$ cat config.mk
export PLATFORM = sky130hd
export DESIGN_NAME = hazard_ctrl
export DESIGN_NICKNAME = d
export VERILOG_FILES = /design/src/rtl/hazard_ctrl.sv
export SDC_FILE = /design/constraint.sdc
export NUM_CORES = 1
export LEC_CHECK = 0
export BUFFER_PORTS_ARGS = -buffer_cell sky130_fd_sc_hd__buf_4
export CORE_MARGIN = 8
export CORE_UTILIZATION = 35
export CTS_CLUSTER_SIZE = 24
export DETAILED_ROUTE_END_ITERATION = 8
export PLACE_DENSITY = 0.79
export REMOVE_ABC_BUFFERS = 1
export SYNTH_ARGS = -nofsm -noshare
export SYNTH_HDL_FRONTEND = slang
export SYNTH_SLANG_ARGS = --single-unit
$ cat constraint.sdc
create_clock -name clk -period 2.1 [get_ports clk]
set_input_delay 0.315 -clock clk [delete_from_list [all_inputs] [get_ports clk]]
set_output_delay 0.315 -clock clk [all_outputs]
set_load 0.02 [all_outputs]
$ cat src/rtl/hazard_ctrl.sv
// IF/ID + PC sequencing: squash-and-replay on load-use hazards, timed IF/ID clear
// after EX redirects, and saturating replay/redirect counters.
module hazard_ctrl #(
   parameter int XLEN         = 32,
   parameter int FLUSH_CYCLES = 1,
   parameter int CNT_W        = 16
) (
   input  logic             clk,
   input  logic             rst,
   input  logic [4:0]       id_rs1,
   input  logic [4:0]       id_rs2,
   input  logic             id_uses_rs1,
   input  logic             id_uses_rs2,
   input  logic [XLEN-1:0]  id_pc,
   input  logic             ex_mem_read,
   input  logic [4:0]       ex_rd,
   input  logic             ex_redirect,
   input  logic [XLEN-1:0]  ex_target,
   output logic             pc_write,
   output logic [1:0]       pc_sel,
   output logic [XLEN-1:0]  replay_pc,
   output logic             if_id_write,
   output logic             id_ex_flush,
   output logic [CNT_W-1:0] replay_cnt,
   output logic [CNT_W-1:0] flush_cnt
);

   typedef enum logic {RUN = 1'b0, FLUSH = 1'b1} state_t;

   localparam logic [3:0] FLUSH_RELOAD = 4'(FLUSH_CYCLES - 1);

   state_t           state_q, state_d;
   logic [3:0]       fcnt_q, fcnt_d;
   logic [CNT_W-1:0] replay_cnt_q, replay_cnt_d;
   logic [CNT_W-1:0] flush_cnt_q, flush_cnt_d;
   logic             hz;

   // ex_target is consumed by the PC mux; only the select is produced here.
   logic             unused_target;
   assign unused_target = ^ex_target;

   assign hz = ex_mem_read && (ex_rd != 5'd0) &&
               ((id_uses_rs1 && (id_rs1 == ex_rd)) ||
                (id_uses_rs2 && (id_rs2 == ex_rd)));

   always_comb begin
      state_d      = state_q;
      fcnt_d       = fcnt_q;
      replay_cnt_d = replay_cnt_q;
      flush_cnt_d  = flush_cnt_q;
      pc_write     = 1'b1;
      pc_sel       = 2'd0;
      replay_pc    = '0;
      if_id_write  = 1'b1;
      id_ex_flush  = 1'b0;

      if (rst) begin
         pc_write    = 1'b0;
         if_id_write = 1'b0;
         id_ex_flush = 1'b1;
      end else if (ex_redirect) begin
         // Redirect wins in either state; a same-cycle hazard is moot since ID is squashed.
         pc_sel      = 2'd1;
         if_id_write = 1'b0;
         id_ex_flush = 1'b1;
         flush_cnt_d = (flush_cnt_q == '1) ? flush_cnt_q : flush_cnt_q + CNT_W'(1);
         if (FLUSH_CYCLES > 1) begin
            state_d = FLUSH;
            fcnt_d  = FLUSH_RELOAD;
         end else begin
            state_d = RUN;
            fcnt_d  = 4'd0;
         end
      end else if (state_q == FLUSH) begin
         if_id_write = 1'b0;
         fcnt_d      = fcnt_q - 4'd1;
         if (fcnt_q <= 4'd1) begin
            state_d = RUN;
            fcnt_d  = 4'd0;
         end
      end else if (hz) begin
         // IF/ID cannot hold, so the consumer is squashed and refetched from its own PC.
         pc_sel       = 2'd2;
         replay_pc    = id_pc;
         if_id_write  = 1'b0;
         id_ex_flush  = 1'b1;
         replay_cnt_d = (replay_cnt_q == '1) ? replay_cnt_q : replay_cnt_q + CNT_W'(1);
      end
   end

   always_ff @(posedge clk or posedge rst) begin
      if (rst) begin
         state_q      <= RUN;
         fcnt_q       <= 4'd0;
         replay_cnt_q <= '0;
         flush_cnt_q  <= '0;
      end else begin
         state_q      <= state_d;
         fcnt_q       <= fcnt_d;
         replay_cnt_q <= replay_cnt_d;
         flush_cnt_q  <= flush_cnt_d;
      end
   end

   assign replay_cnt = replay_cnt_q;
   assign flush_cnt  = flush_cnt_q;

endmodule
==> results.cfg, run 1 <==
[status]
status = finished with violations
failed_checks = negative setup slack

[synth]
syn-cell-area_um2 = 2230
synth.top_cell.area_share = 0.414
netlist_instances = 230
synth_area_leaders = dfrtp_1 (41%), xnor2_1 (13%), and2_1 (9.2%)
synth_top_family_by_area = simple AND/OR/NAND/NOR gates
synth_seq_area_share = 0.414
synth_xor_area_frac = 0.157
synthSimpleGateAreaFrac = 0.286
syn_avg_cell_area_um2 = 9.72
synth_mux_area_frac = 0.0101
synthFlopType = dfrtp_1
synth_compound_area_frac = 0.0829
netlist_top_cells_count = dfrtp_1 (37), and2_1 (33), xnor2_1 (33), nand4_1 (15), nand2_1 (14)
synthAdderAreaFrac = 0.0224
ys_types = 39
synth_most_common_cell = dfrtp_1
synth-seq-cells = 37
yosysWarnings = 0
synthArstFlopShare = 1.00
synth_edf_count = 0
post-synth-top-area-cell = dfrtp_1

[layout]
antenna_cells = 0
final-seq-area_um2 = 926
fillers = 535
fin_nets = 460
multi_input_area_um2 = 1300
final_util = 0.583
drive_gt1_frac = 0.465
syn_to_final_growth_pct = 63.7

[sta]
tightest_slew_ns = 0.460
slew-limit-headroom = 0.690
clock_skew_ns = 0.00768
timing.final.crit_share = 1.07
holdWs_ns = 0.336
rsz0062_at_grt = true
max_freq_ghz = 0.446
fin_setup_tns_ns = -3.81
period_needed_ns = 2.24
hold_viol_final = 0
setup_viol = 32
final_max_slew_viol_count = 0
setup_ws_ns = -0.142

[clocking]
clock_latency_ns = 0.29
root_buffer = clkbuf_8
htreeDepth = 2
tritoncts = done
cts_buffer_depth = 2
cts_sinks = 37
cts.clk_slew.worst_paths_ns = 0.08
cts_hold_buffers = 0
cts_buffers = 5

[die]
dieHeight_um = 95.9
rows = 29
die_width_um = 95.9
start_util = 0.356
core_um2 = 6280
dieArea_um2 = 9200
ioPinCount = 154

[setup_path]
worst-path-max-fanout = 8
cp-end-kind = primary output
reg2reg_slack_ns = 0.21
critPathArrivalTime_ns = 1.93
timing.critical_path.required_ns = 1.78
start_kind = flip-flop
critPathKind = flip-flop to primary output

[min_path]
hold_class = input pin to async pin

[global_routing]
grt_pass1_wl_mm = 11.8
antenna_found_initial = 0
grt_max_degree = 18
grt_util_all_layers = 0.165
grt_pass1_vias = 2453
grt-ovfl-total = 0

[detailed_routing]
vias = 2236
firstDrtPassIters = 4
vias_per_cell = 4.98
post_drt_wl_per_cell_um = 16.6
drt_iter0_drc = 84
routed_wirelength_mm = 7.44
ant_nets = 0
drcViolationCount = 0

[pwr]
seqPwrFrac = 0.477
pwr-share-clk = 0.273
p_sw_frac = 0.310
peakVddDrop_v = 0.000397
p_leak_nw = 1.81
power.density_nw_per_um2 = 488
p_switching_w = 0.000552
combinationalPowerShare = 0.250
p_int_w = 0.00123
finalPower_w = 0.00178

[flow_run]
drv_cap = 0

[placed_design]
port_buffers = 121
place_congestion = 0.801
place_hpwl_mm = 6.01
logic make-up after synthesis:
group                      after synthesis
and+or+nand+nor                        108
xor gates and xnor gates                40
DFF                                     37
AOI/OAI and AO/OA                       27
buffers and inverters                   12
adders and majority gates                4
muxes                                    2
worst paths after layout:
kind / from / endpoint / cells after the start
max reg2reg: replay_cnt[0]$_DFFE_PP0P_ / replay_cnt[1]$_DFFE_PP0P_ / 6
min: rst / fcnt_q[1]$_DFFE_PP0P_ / 4
max in group asynchronous: rst / flush_cnt[12]$_DFFE_PP0P_ / 4
max: state_q$_DFFE_PP0N_ / replay_pc[8] / 7
min reg2reg: flush_cnt[7]$_DFFE_PP0P_ / flush_cnt[7]$_DFFE_PP0P_ / 1
min in group clk: rst / fcnt_q[0]$_DFFE_PP0P_ / 3
power groups by stage:
stage	clock network [W]	registers, W	logic (W)
after floorplan	0	0.000921	0.000138
after global placement	0	0.000862	0.000436
after detailed placement	0	0.000864	0.000444
after CTS	0.000503	0.000851	0.000452
after global routing	0.000531	0.000863	0.000490
final	0.000487	0.000852	0.000445
metal layers:
metal | track usage | vias up | part of all wire | wire [um]
met3 | 0.0811 | 8 | 0.12 | 896
met4 | 0.0576 | 0 | 0.017 | 129
met1 | 0.170 | 1040 | 0.36 | 2710
met5 | 0 | - | 0 | 0
li1 | - | 1088 | - | -
met2 | 0.285 | 100 | 0.50 | 3710
cell type report:
cell class / count / area share
clock buffer: 5 / 0.0188
clock inverter: 3 / 0.00479
inverter: 5 / 0.00513
multi-input combinational: 181 / 0.356
sequential: 37 / 0.253
tap: 77 / 0.0263
timing repair buffer: 141 / 0.336
per-stage QoR:
| step | instances | setup WS, ns | cell area, um2 |
|---|---|---|---|
| after floorplan | 223 | -0.456 | 2190 |
| after global placement | 436 | -0.00428 | 3320 |
| after detailed placement | 436 | -0.0103 | 3320 |
| after CTS | 448 | -0.139 | 3600 |
| after global routing | 449 | -0.220 | 3660 |
| final | 449 | -0.142 | 3660 |
worst max-delay path, cell delays in order (launching register included):
cell and delay (ns):
dfrtp_1 0.39, or3_4 0.42, nor3_4 0.15, o21a_2 0.15, buf_4 0.13, clkbuf_16 0.14
and2_4 0.14, buf_6 0.11
repair_timing:
item,CTS,global route
endpoints found under the hold margin,0,0
pin swaps,5,0
resized for setup,43,9
buffers inserted,3,0
setup endpoints to repair,33,40
gates cloned,1,1
layout by cell type (no fill, tap or decap), types with 2 or more instances in the layout:
| cell | netlist | final |
|---|---|---|
| buf_4 | 1 | 106 |
| dfrtp_1 | 37 | 37 |
| xnor2_1 | 33 | 33 |
| buf_6 | 1 | 32 |
| and2_1 | 33 | 18 |
| nand4_1 | 15 | 15 |
| and2_4 | 0 | 15 |
| nand2_1 | 14 | 14 |
| nor2_1 | 12 | 12 |
| and3_1 | 9 | 9 |
| nand3_1 | 7 | 7 |
| xor2_1 | 7 | 7 |
| o2111ai_1 | 5 | 5 |
| inv_1 | 5 | 5 |
| o21ai_0 | 5 | 5 |
| clkbuf_8 | 0 | 5 |
| a21oi_1 | 4 | 4 |
| o211ai_1 | 4 | 4 |
| nor3_1 | 5 | 4 |
| ha_1 | 4 | 4 |
| nor3_4 | 0 | 2 |
| o21a_1 | 3 | 2 |
| nand4b_1 | 2 | 2 |
| clkinv_2 | 0 | 2 |
state kept, by name, indices dropped and copies added (netlist names):
signal	cells
flush_cnt	16
replay_cnt	16
fcnt_q	4
state_q	1
No activity file was read; power rests on OpenSTA's default activity.
==> inputs of run 2 (changes only) <==
--- a/config.mk
+++ b/config.mk
@@ -5,7 +5,7 @@
 export SDC_FILE = /design/constraint.sdc
 export NUM_CORES = 1
 export LEC_CHECK = 0
-export BUFFER_PORTS_ARGS = -buffer_cell sky130_fd_sc_hd__buf_4
+export BUFFER_PORTS_ARGS = -buffer_cell sky130_fd_sc_hd__buf_2
 export CORE_MARGIN = 8
 export CORE_UTILIZATION = 35
 export CTS_CLUSTER_SIZE = 24
==> results.cfg, run 2 (synthesized netlist as in run 1, its figures left out) <==
[setup_path]
timing.critical_path.required_ns = 1.78
worstReg2RegEnd = replay_cnt[1]$_DFFE_PP0P_
reg2reg_slack_ns = 0.14
critPathKind = input pin to primary output
crit_cells = 10
worst-path-max-fanout = 17
crit_slowest_cell = nor3_4
crit_buf_inv = 5
start_kind = input pin
endpoint = replay_pc[8]
r2r_cells = 6
cp-end-kind = primary output
crit_top_cell = buf_4
path_delay_family = buffers and inverters
reg2reg_from = replay_cnt[0]$_DFFE_PP0P_
critPathArrivalTime_ns = 1.89
worstPathCellList = buf_2 > buf_4 > xnor2_1 > nand4_1 > nor3_4 > o21a_2 > buf_4 > buf_12 > and2_4 > buf_6
crit_start = ex_rd[1]
crit_path_max_incr_delay_ns = 0.23

[layout]
fin_area_um2 = 3520
final-seq-area_um2 = 926
final_cells = 451
final_common_cell = buf_2
fillers = 535
antenna_cells = 0
mostFrequentLayoutCells = buf_2 (86), dfrtp_1 (37), buf_6 (34)
multi_input_area_um2 = 1350
syn_to_final_growth_pct = 57.3
fin_nets = 463
drive_gt1_frac = 0.511

[clocking]
clock_latency_ns = 0.28
cts.clk_slew.worst_paths_ns = 0.07
root_buffer = clkbuf_8
tritoncts = done
cts_buffer_depth = 2
cts_hold_buffers = 0
cts_sinks = 37
cts_buffers = 5
htreeDepth = 2

[detailed_routing]
vias = 2299
post_drt_wl_per_cell_um = 17.1
routed_wirelength_mm = 7.71
vias_per_cell = 5.10
drcViolationCount = 0
drt_iter0_drc = 82
ant_nets = 0
firstDrtPassIters = 4

[sta]
tightest_slew_ns = 0.543
final_max_slew_viol_count = 0
holdWs_ns = 0.268
max_freq_ghz = 0.453
rsz0062_at_grt = true
period_needed_ns = 2.21
setup_viol = 32
setup_ws_ns = -0.106
slew-limit-headroom = 0.635
hold_viol_final = 0
clock_skew_ns = 0.00532
timing.final.crit_share = 1.05

[global_routing]
grt_pass1_vias = 2430
grt-ovfl-total = 0
grt_pass1_wl_mm = 11.8
grt_max_degree = 29
grt_util_all_layers = 0.166
antenna_found_initial = 0

[placed_design]
place_congestion = 0.825
post_dp_cell_area_um2 = 3020
dp_cells = 436
port_buffers = 121
place_hpwl_mm = 5.80

[pwr]
power.density_nw_per_um2 = 496
p_leak_nw = 1.80
peakVddDrop_v = 0.000416

[die]
dieHeight_um = 95.9
die_width_um = 95.9
dieArea_um2 = 9200
ioPinCount = 154
core_um2 = 6280
rows = 29
start_util = 0.356

[status]
failed_checks = negative setup slack
status = finished with violations

[min_path]
hold_class = input pin to async pin

[flow_run]
drv_cap = 0
[run 2: changes by cell type in the layout (fill, tap and decap cells not counted)]
cell and delta:
buf_2 +86, buf_4 -85, and2_1 -17, and2_4 +17
buf_6 +2, clkinv_2 -2, clkbuf_1 +1, clkbuf_8 +1
clkinvlp_4 -1, o21ai_0 -1, o21ai_1 +1
[run 2: repair_timing]
item / CTS / global route
pin swaps: 6 / 14
endpoints found under the setup margin: 33 / 41
setup buffers: 4 / 2
gates resized for setup: 82 / 25
gates cloned: 1 / 1
[run 2: power breakdown]
group	switching, W	leakage (nW)	internal [W]
clock	0.000242	0.0443	0.000261
sequential	0.0000757	0.507	0.000772
combinational	0.000222	1.25	0.000173
[run 2: how the worst min path moves through the flow]
stage,slack (ns),end,start
2_1_floorplan,0.41,fcnt_q[0]$_DFFE_PP0P_,rst
3_3_place_gp,0.47,flush_cnt[15]$_DFFE_PP0P_,flush_cnt[15]$_DFFE_PP0P_
3_5_place_dp,0.48,flush_cnt[4]$_DFFE_PP0P_,flush_cnt[4]$_DFFE_PP0P_
4_1_cts,0.28,fcnt_q[1]$_DFFE_PP0P_,rst
5_1_grt,0.29,fcnt_q[1]$_DFFE_PP0P_,rst
6_report,0.27,replay_cnt[12]$_DFFE_PP0P_,rst
[run 2: metrics by stage]
stage	setup WS, ns	total power (W)	utilization	TNS [ns]
6_report	-0.106	0.00174	0.560	-2.90
5_1_grt	-0.174	0.00184	0.560	-5.12
4_1_cts	-0.0795	0.00176	0.543	-2.19
3_5_place_dp	-0.00362	0.00124	0.481	-0.00598
3_3_place_gp	0.0100	0.00123	0.481	0
2_1_floorplan	-0.456	0.00106	-	-14.71
[run 2: metal layers]
| layer | share of wire | track usage | routed length, um | vias up |
|---|---|---|---|---|
| li1 | - | - | - | 1090 |
| met1 | 0.37 | 0.166 | 2860 | 1074 |
| met2 | 0.48 | 0.281 | 3720 | 114 |
| met3 | 0.099 | 0.0772 | 767 | 21 |
| met4 | 0.047 | 0.0922 | 360 | 0 |
| met5 | 0 | 0 | 0 | - |
[run 2: layout make-up]
class	instances	area share
flip-flops and latches	37	0.263
repair buffers	144	0.297
clock buffers	7	0.0246
multi-input cells	181	0.383
well taps	77	0.0274
inverters	5	0.00534
[run 2: worst register-to-register path, stage by stage (launching register included)]
cell	delay (ns)
dfrtp_1	0.40
ha_1	0.30
nand3_1	0.13
nor4_1	0.43
nor2_1	0.14
o21ai_2	0.11
mux2_1	0.33
